<file path="src/rtl/sc_frame_loader_if.sv">
// Host byte stream, transmitter field/control bus and status of the slow-control frame loader.
// The loader connects through the slave modport; the host/transmitter side uses the master modport.
interface sc_frame_loader_if #(
  parameter int FRAME_BITS = 829
);
  logic [7:0]            byte_in;
  logic                  byte_valid_in;
  logic                  byte_ready_out;
  logic [FRAME_BITS-1:0] frame_out;
  logic                  start_out;
  logic [1:0]            tx_state_in;
  logic                  busy_out;
  logic                  done_out;
  logic [1:0]            err_code_out;
  logic [15:0]           frame_cnt_out;

  modport master (
    output byte_in, byte_valid_in, tx_state_in,
    input  byte_ready_out, frame_out, start_out, busy_out, done_out,
           err_code_out, frame_cnt_out
  );

  modport slave (
    input  byte_in, byte_valid_in, tx_state_in,
    output byte_ready_out, frame_out, start_out, busy_out, done_out,
           err_code_out, frame_cnt_out
  );
endinterface

</file>
<file path="src/rtl/sc_frame_loader.sv">
// Assembles the MAROC slow-control frame from a byte stream, publishes it to the
// serial transmitter, issues a one-cycle start and supervises the transfer.
module sc_frame_loader #(
  parameter int FRAME_BITS = 829,
  parameter int BYTE_COUNT = 104,
  parameter int GAP_CYCLES = 4096,
  parameter int TX_TIMEOUT = 2047
) (
  input  logic          clk_in,
  input  logic          reset_in,
  sc_frame_loader_if.slave bus
);

  typedef enum logic [2:0] {
    S_IDLE, S_RECV, S_LOAD, S_START, S_WAIT, S_DONE
  } state_t;

  typedef enum logic [1:0] {
    ERR_NONE = 2'd0,
    ERR_GAP  = 2'd1,
    ERR_TX   = 2'd2
  } err_t;

  localparam logic [6:0]  LAST_BYTE = 7'(BYTE_COUNT - 1);
  localparam logic [12:0] GAP_LAST  = 13'(GAP_CYCLES - 1);
  localparam logic [10:0] TX_LAST   = 11'(TX_TIMEOUT);
  localparam logic [1:0]  TX_SENDING = 2'd2;
  localparam logic [1:0]  TX_FINAL   = 2'd3;

  state_t                state_q, state_d;
  logic [FRAME_BITS-1:0] shadow_q, shadow_d;
  logic [FRAME_BITS-1:0] frame_q;
  logic [6:0]            byte_cnt_q;
  logic [12:0]           gap_ctr_q;
  logic [10:0]           tx_ctr_q;
  logic                  seen_send_q;
  err_t                  err_q;
  logic [15:0]           frame_cnt_q;

  logic ready;
  logic accept;
  logic last_byte;
  logic gap_expired;
  logic tx_final;
  logic tx_expired;

  assign accept      = bus.byte_valid_in && ready;
  assign last_byte   = (byte_cnt_q == LAST_BYTE);
  assign gap_expired = (state_q == S_RECV) && !accept && (gap_ctr_q == GAP_LAST);
  // seen_send gates FINAL so a FINAL left over from the previous transfer is ignored.
  assign tx_final    = seen_send_q && (bus.tx_state_in == TX_FINAL);
  assign tx_expired  = (tx_ctr_q == TX_LAST);

  // NOTE: sequential state uses non-blocking assignments so every register samples pre-edge values.
  always_ff @(posedge clk_in or posedge reset_in) begin
    if (reset_in) state_q <= S_IDLE;
    else          state_q <= state_d;
  end

  // NOTE: every combinational output gets a default first so no path can infer a latch.
  always_comb begin
    state_d = state_q;
    case (state_q)
      S_IDLE:  if (accept) state_d = S_RECV;
      S_RECV: begin
        if (accept && last_byte) state_d = S_LOAD;
        else if (gap_expired)    state_d = S_IDLE;
      end
      S_LOAD:  state_d = S_START;
      S_START: state_d = S_WAIT;
      S_WAIT: begin
        if (tx_final)        state_d = S_DONE;
        else if (tx_expired) state_d = S_IDLE;
      end
      S_DONE:  state_d = S_IDLE;
      default: state_d = S_IDLE;
    endcase
  end

  always_comb begin
    ready        = 1'b0;
    bus.start_out = 1'b0;
    bus.busy_out  = 1'b1;
    bus.done_out  = 1'b0;
    case (state_q)
      S_IDLE: begin
        ready        = 1'b1;
        bus.busy_out = 1'b0;
      end
      S_RECV:  ready         = 1'b1;
      S_START: bus.start_out = 1'b1;
      S_DONE:  bus.done_out  = 1'b1;
      default: ;
    endcase
  end

  // Byte k lands in bits [8k+7:8k]; bits of the last byte beyond the frame have no home.
  always_comb begin
    shadow_d = shadow_q;
    for (int i = 0; i < FRAME_BITS; i++) begin
      if (byte_cnt_q == 7'(i / 8)) shadow_d[i] = bus.byte_in[3'(i % 8)];
    end
  end

  // NOTE: the shadow and published frame are wide registers but still take the async reset to zero.
  always_ff @(posedge clk_in or posedge reset_in) begin
    if (reset_in) begin
      shadow_q    <= '0;
      frame_q     <= '0;
      byte_cnt_q  <= '0;
      gap_ctr_q   <= '0;
      tx_ctr_q    <= '0;
      seen_send_q <= 1'b0;
      err_q       <= ERR_NONE;
      frame_cnt_q <= '0;
    end else begin
      if (accept) shadow_q <= shadow_d;

      if (accept)           byte_cnt_q <= last_byte ? 7'd0 : byte_cnt_q + 7'd1;
      else if (gap_expired) byte_cnt_q <= 7'd0;

      if (accept || state_q != S_RECV) gap_ctr_q <= '0;
      else                             gap_ctr_q <= gap_ctr_q + 13'd1;

      if (state_q == S_LOAD) frame_q <= shadow_q;

      if (state_q == S_START) begin
        tx_ctr_q    <= '0;
        seen_send_q <= 1'b0;
      end else if (state_q == S_WAIT) begin
        tx_ctr_q <= tx_ctr_q + 11'd1;
        if (bus.tx_state_in == TX_SENDING) seen_send_q <= 1'b1;
      end

      if (state_q == S_IDLE && accept)                     err_q <= ERR_NONE;
      else if (gap_expired)                                err_q <= ERR_GAP;
      else if (state_q == S_WAIT && !tx_final && tx_expired) err_q <= ERR_TX;

      if (state_q == S_DONE) frame_cnt_q <= frame_cnt_q + 16'd1;
    end
  end

  assign bus.byte_ready_out = ready;
  assign bus.frame_out      = frame_q;
  assign bus.err_code_out   = err_q;
  assign bus.frame_cnt_out  = frame_cnt_q;

endmodule

</file>
<file path="src/flat_wrapper.sv">
// flat-port wrapper written by rule: the top's interface ports become plain ports
module sc_frame_loader_flat 
#(
  parameter int FRAME_BITS = 829,
  parameter int BYTE_COUNT = 104,
  parameter int GAP_CYCLES = 4096,
  parameter int TX_TIMEOUT = 2047
)
  (clk_in, reset_in, bus_byte_in, bus_byte_valid_in, bus_tx_state_in, bus_byte_ready_out, bus_frame_out, bus_start_out, bus_busy_out, bus_done_out, bus_err_code_out, bus_frame_cnt_out);
  sc_frame_loader_if #(.FRAME_BITS(FRAME_BITS)) bus_i ();
  input  logic clk_in;
  input  logic reset_in;
  input wire logic [$bits(bus_i.byte_in)-1:0] bus_byte_in;
  input wire logic [$bits(bus_i.byte_valid_in)-1:0] bus_byte_valid_in;
  input wire logic [$bits(bus_i.tx_state_in)-1:0] bus_tx_state_in;
  output wire logic [$bits(bus_i.byte_ready_out)-1:0] bus_byte_ready_out;
  output wire logic [$bits(bus_i.frame_out)-1:0] bus_frame_out;
  output wire logic [$bits(bus_i.start_out)-1:0] bus_start_out;
  output wire logic [$bits(bus_i.busy_out)-1:0] bus_busy_out;
  output wire logic [$bits(bus_i.done_out)-1:0] bus_done_out;
  output wire logic [$bits(bus_i.err_code_out)-1:0] bus_err_code_out;
  output wire logic [$bits(bus_i.frame_cnt_out)-1:0] bus_frame_cnt_out;
  assign bus_i.byte_in = bus_byte_in;
  assign bus_i.byte_valid_in = bus_byte_valid_in;
  assign bus_i.tx_state_in = bus_tx_state_in;
  assign bus_byte_ready_out = bus_i.byte_ready_out;
  assign bus_frame_out = bus_i.frame_out;
  assign bus_start_out = bus_i.start_out;
  assign bus_busy_out = bus_i.busy_out;
  assign bus_done_out = bus_i.done_out;
  assign bus_err_code_out = bus_i.err_code_out;
  assign bus_frame_cnt_out = bus_i.frame_cnt_out;
  sc_frame_loader #(.FRAME_BITS(FRAME_BITS), .BYTE_COUNT(BYTE_COUNT), .GAP_CYCLES(GAP_CYCLES), .TX_TIMEOUT(TX_TIMEOUT)) u_core (.clk_in(clk_in), .reset_in(reset_in), .bus(bus_i));
endmodule
</file>
<file path="config.mk">
export PLATFORM = sky130hd
export DESIGN_NAME = sc_frame_loader_flat
export DESIGN_NICKNAME = d
export VERILOG_FILES = /design/src/rtl/sc_frame_loader_if.sv /design/src/rtl/sc_frame_loader.sv /design/src/flat_wrapper.sv
export SDC_FILE = /design/constraint.sdc
export NUM_CORES = 2
export LEC_CHECK = 0
export ABC_AREA = 1
export CORE_AREA = 2 2 340 342
export DETAILED_ROUTE_END_ITERATION = 6
export DIE_AREA = 0 0 342 344
export PLACE_DENSITY_LB_ADDON = 0.2
export SETUP_SLACK_MARGIN = 0.5
export SLEW_MARGIN = 20
export SYNTH_ARGS = -nofsm -noshare
export SYNTH_HDL_FRONTEND = slang
export SYNTH_SLANG_ARGS = --single-unit
</file>
<file path="constraint.sdc">
create_clock -name clk_in -period 40.5 [get_ports clk_in]
set_clock_uncertainty 0.2 [all_clocks]
set_input_delay 8.1 -clock clk_in [delete_from_list [all_inputs] [get_ports clk_in]]
set_output_delay 8.1 -clock clk_in [all_outputs]
set_load 0.03 [all_outputs]
</file>
After elaboration in Yosys (flattened, before gate mapping):

Index checks and enable logic that the tools add are counted.

* flip-flop bits (word level): 885
* logic and storage cells: 378

* add/subtract/negate cells: 4
* eq/ne operators: 116
* mux-type cells: 22
* reduce and logical (&&, ||, !) cells: 124

Operators with widths (count)
* 7-bit equality test (second input constant): 40
* 7-bit by 6-bit equality test with 1-bit output (second input constant): 32
* 2-bit AND reduction: 105
* 7-bit by 5-bit equality test with 1-bit output (second input constant): 16
* 7-bit by 4-bit equality test with 1-bit output (second input constant): 8
* 7-bit by 3-bit equality test with 1-bit output (second input constant): 4
* 11-bit two-way mux: 2
* 7-bit two-way mux: 3
* 16-bit by 1-bit adder with 16-bit output (second input constant): 1
* 3-bit two-way mux: 5
* 3-bit one-hot mux with 5 select lines: 1
* 7-bit by 2-bit equality test with 1-bit output (second input constant): 2
* 13-bit by 1-bit adder with 13-bit output (second input constant): 1
* 13-bit by 12-bit equality test with 1-bit output (second input constant): 1
* 13-bit two-way mux: 1
* 11-bit by 1-bit adder with 11-bit output (second input constant): 1
* 11-bit equality test (second input constant): 1
* 1-bit logical AND: 8
* 7-bit by 1-bit adder with 7-bit output (second input constant): 1
* 7-bit by 1-bit equality test with 1-bit output (second input constant): 1
* 7-bit zero test: 1
* 1-bit two-way mux: 7
* 3-bit by 2-bit equality test with 1-bit output (second input constant): 2
* 3-bit equality test (second input constant): 2
* other kinds (13): 20

Longest topological paths before layout:

* depth in word-level cells: 10
* gate-level depth with buffers: 9
* mapped depth without buffers: 9

Least setup slack after synthesis:

No wires, ideal clock.

* kind: register to output
* from: register u_core.state_q[2]
* to: output bus_busy_out
* arrival: 1.098 ns
* required time: 32.200 ns
* setup slack: 31.102 ns
* stages on the path, launching flop included: 5
* buffers on the path: 0
* cells stage by stage: dfrtp_1 nor2_4 inv_1 nor2_1 inv_1

* word-level cells in the longest chain between the ends: 2

RTL lines
* start: declaration: line sc_frame_loader.sv:30 `state_t state_q, state_d;`
* start signal: assignment: line sc_frame_loader.sv:57 `else state_q <= state_d;`
* 3-bit zero test: line sc_frame_loader.sv:85 `case (state_q)`
* 1-bit two-way mux: line sc_frame_loader.sv:85
* end: declaration: line flat_wrapper.sv:19 `output wire logic [$bits(bus_i.busy_out)-1:0] bus_busy_out;`

No other way between the ends.

==> metrics.md <==
| Metric | Value |
|---|---|
| Wirelength, routed | `96780 um` |
| R2R Path Start | `u_core.state_q[0]$_DFFE_PP0P_` |
| CP most frequent cell | `buf_4` |
| Synthesized cell area | `35840 sq um` |
| Clock Sinks | `slightly below 900` |
| WP data required | `approximately 41000 ps` |
| Worst VDD drop | `34.18 uV` |
| Area Overhead vs Synth | `22.87%` |
| DR vias/cell | `4.294` |
| Worst hold stages | `1` |
| Die Wd | `approximately 340 um` |
| Avg Inst Size Synth | `between 10 and 15 sq um` |
| Leakage power | `0.02127 uW` |
| Clock Pin Slew Worst Setup and Hold Paths | `50 ps` |
| Status | `finished, final reports clean` |
| Max Cap Violations | `0` |
| Final Total Pwr | `~2200 uW` |
| #FFs+latches synth | `885` |
| Antenna violations before repair | `3` |
| Vias in the first global route | `21400` |
| Drt pass-1 iters | `5` |
| Pwr Density | `49.13 nW/um^2` |
| Core footprint | `113900 sq um` |
| Critical path fanouts, max | `153` |
| Critical path's slowest cell | `buf_4` |
| DP HPWL | `62290 um` |
| Crit path DAT | `11870 ps` |
| Skew-Pair Late Insertion Delay | `670 ps` |
| H-tree Lvls | `3` |
| F_max | `87.56 MHz` |
| Reg2Reg Depth | `7` |
| Setup crit start kind | `input pin` |
| All-layer global routing usage | `0.1606` |
| CP Launch Point | `reset_in` |
| FF-to-FF End | `u_core.bus.frame_out[296]$_DFFE_PP0P_` |
| Total grt overflow | `0` |
| Ports | `864` |
| Async set-reset flop share out of synthesis | `1.000` |
| Seq/Total Area, Yosys | `0.6179` |
| Final setup viols | `0` |
| RSZ-0062 raised after global routing | `no` |
| Initial Utilization | `0.3147` |
| Number of library cell types mapped by synthesis | `31` |
| Cts-stage hold buffer count | `0` |
| CP Buf/Inv Count | `5` |
| Crit path largest cell delay | `approximately 860 ps` |
| Average routed wire per standard cell | `18.87 um` |
| Worst slew pin tran | `1069 ps` |
| Critical path class | `in2async` |
| Critical Path Sink Type | `async pin` |
| Endpoints failing hold | `0` |
| Final Max Slew Viols | `0` |
| Worst-path cell chain | `clkdlybuf4s50_1 -> inv_8 -> buf_4 -> buf_4 -> buf_12` |
| TritonCTS Buffers | `100` |
| Root Buffer | `clkbuf_16` |
| Hold Path Class | `reg2reg` |
| Layout cells sized above 1 | `0.1787` |
| CTS tree | `yes` |
| Rows | `between 100 and 150` |
| Hold WS | `267.4 ps` |
| Worst setup endpoint | `u_core.bus.frame_out[586]$_DFFE_PP0P_` |
| Fin crit period | `approximately 11000 ps` |
| RePlAce Congestion | `about 0.77` |
| Levels on crit path | `5` |
| Die Area | `117600 sq um` |
| Number of flops mapped to enable cells by yosys | `0` |
| Post-CTS Setup Bufs | `0` |
| Tcrit/Tclk final | `0.2820` |
| Setup TNS | `0 ps` |
| Die height | `about 340 um` |
| Iter 0 DRT Violations | `1231` |
| Max-slew headroom | `0.2870` |
| Largest net degree at the start of global routing | `166` |
| Post-cts sizing count | `0` |
| Ys flop type | `dfrtp_1` |
| PortBufs | `446` |
| Layout Nets | `between 3000 and 4000` |
| Yosys warns | `0` |
| CTS max path bufs | `3` |
| First-pass GRT wire length | `141900 um` |
| Drt drc | `0` |
| CP delay by family, top | `buffers and inverters` |
| R2R setup slack | `36260 ps` |
| Mapped Cells | `3044` |
| Vias | `~22000` |
| Util after Layout | `0.3867` |
| Post-route ant nets | `0` |
state kept, by name (all words and copies together), names as in the netlist, 2 cells and up:
name / cells
u_core.bus.frame_out: 416
u_core.shadow_q: 416
u_core.tx_ctr_q: 11
u_core.state_q: 3
u_core.gap_ctr_q: 13
u_core.bus.frame_cnt_out: 16
u_core.bus.err_code_out: 2
u_core.byte_cnt_q: 7
Yosys cell counts, types with 2 or more instances:
cell type	n	share of area
a21oi_1	14	0.0020
a31oi_1	2	0.00035
nand4_1	2	0.00035
o21a_1	2	0.00042
buf_2	47	0.0066
nand3_1	32	0.0045
inv_1	48	0.0050
buf_4	413	0.087
dfrtp_1	885	0.62
ha_1	7	0.0024
nor3_2	6	0.0017
clkbuf_1	51	0.0053
mux2_2	416	0.13
nor2_4	2	0.00063
xor2_1	10	0.0024
nor2_1	54	0.0057
nor3_1	9	0.0013
o21ai_1	7	0.00098
nand2_1	592	0.062
o22ai_1	2	0.00035
o21ai_0	428	0.060
xnor2_1	6	0.0015
through the flow:
stage	area (sq um)	std cells	setup WS (ps)
2_1_floorplan	37390	3456	7325
3_3_place_gp	40620	4944	28260
3_5_place_dp	40620	4944	28270
4_1_cts	44010	5127	29000
5_1_grt	44030	5128	28540
6_report	44040	5129	29080
layout make-up:
type,instances,area [sq um]
timing repair buffer,488,4825
multi-input combinational,2011,11580
inverter,49,201.4
tap,1512,1892
fill,11240,69840
clock inverter,47,545.5
sequential,885,22150
antenna,1,2.502
clock buffer,136,2840
per-layer routing:
| metal | GRT usage | routed length [um] | vias up |
|---|---|---|---|
| met5 | 0 | 0 | - |
| met4 | 0.04349 | 1916 | 0 |
| met3 | 0.03869 | 6358 | 116 |
| met2 | 0.2604 | 45720 | 639 |
| met1 | 0.2149 | 42790 | 10970 |
| li1 | - | - | 10300 |
logic make-up (layout without fill, tap and decap cells):
kind of cell,count (synthesis),count (layout),share of synthesized area
muxes,417,417,0.1310
and+or+nand+nor,700,700,0.07662
DFF,885,885,0.6179
adders and majority gates,7,7,0.002444
xor gates and xnor gates,16,16,0.003910
AOI/OAI and AO/OA,458,458,0.06451
other,1,414,0.0001046
buffers and inverters,560,720,0.1035
power by group:
group / switching [uW] / total [uW] / internal, uW
Combinational: 158 / 210 / 51.8
Clock: 373 / 929 / 555
Sequential: 50.3 / 1020 / 974
Total: 582 / 2160 / 1580
cells in the final DEF (no fill, tap or decap), types with 39 or more instances in the layout:
cell and instances:
buf_4 39, clkbuf_16 102, clkdlybuf4s50_1 446, conb_1 413
dfrtp_1 885, inv_1 43, mux2_2 416, nand2_1 592
nor2_1 47, o21ai_0 428
how the worst min path moves through the flow:
stage	start	to
after floorplan	u_core.gap_ctr_q[0]$_DFF_PP0_	u_core.gap_ctr_q[0]$_DFF_PP0_
after global placement	u_core.gap_ctr_q[0]$_DFF_PP0_	u_core.gap_ctr_q[0]$_DFF_PP0_
after detailed placement	u_core.gap_ctr_q[0]$_DFF_PP0_	u_core.gap_ctr_q[0]$_DFF_PP0_
after CTS	u_core.gap_ctr_q[0]$_DFF_PP0_	u_core.gap_ctr_q[0]$_DFF_PP0_
after global routing	u_core.gap_ctr_q[0]$_DFF_PP0_	u_core.gap_ctr_q[0]$_DFF_PP0_
final	u_core.gap_ctr_q[0]$_DFF_PP0_	u_core.gap_ctr_q[0]$_DFF_PP0_
Note: power is estimated with default switching activity, not from simulation.
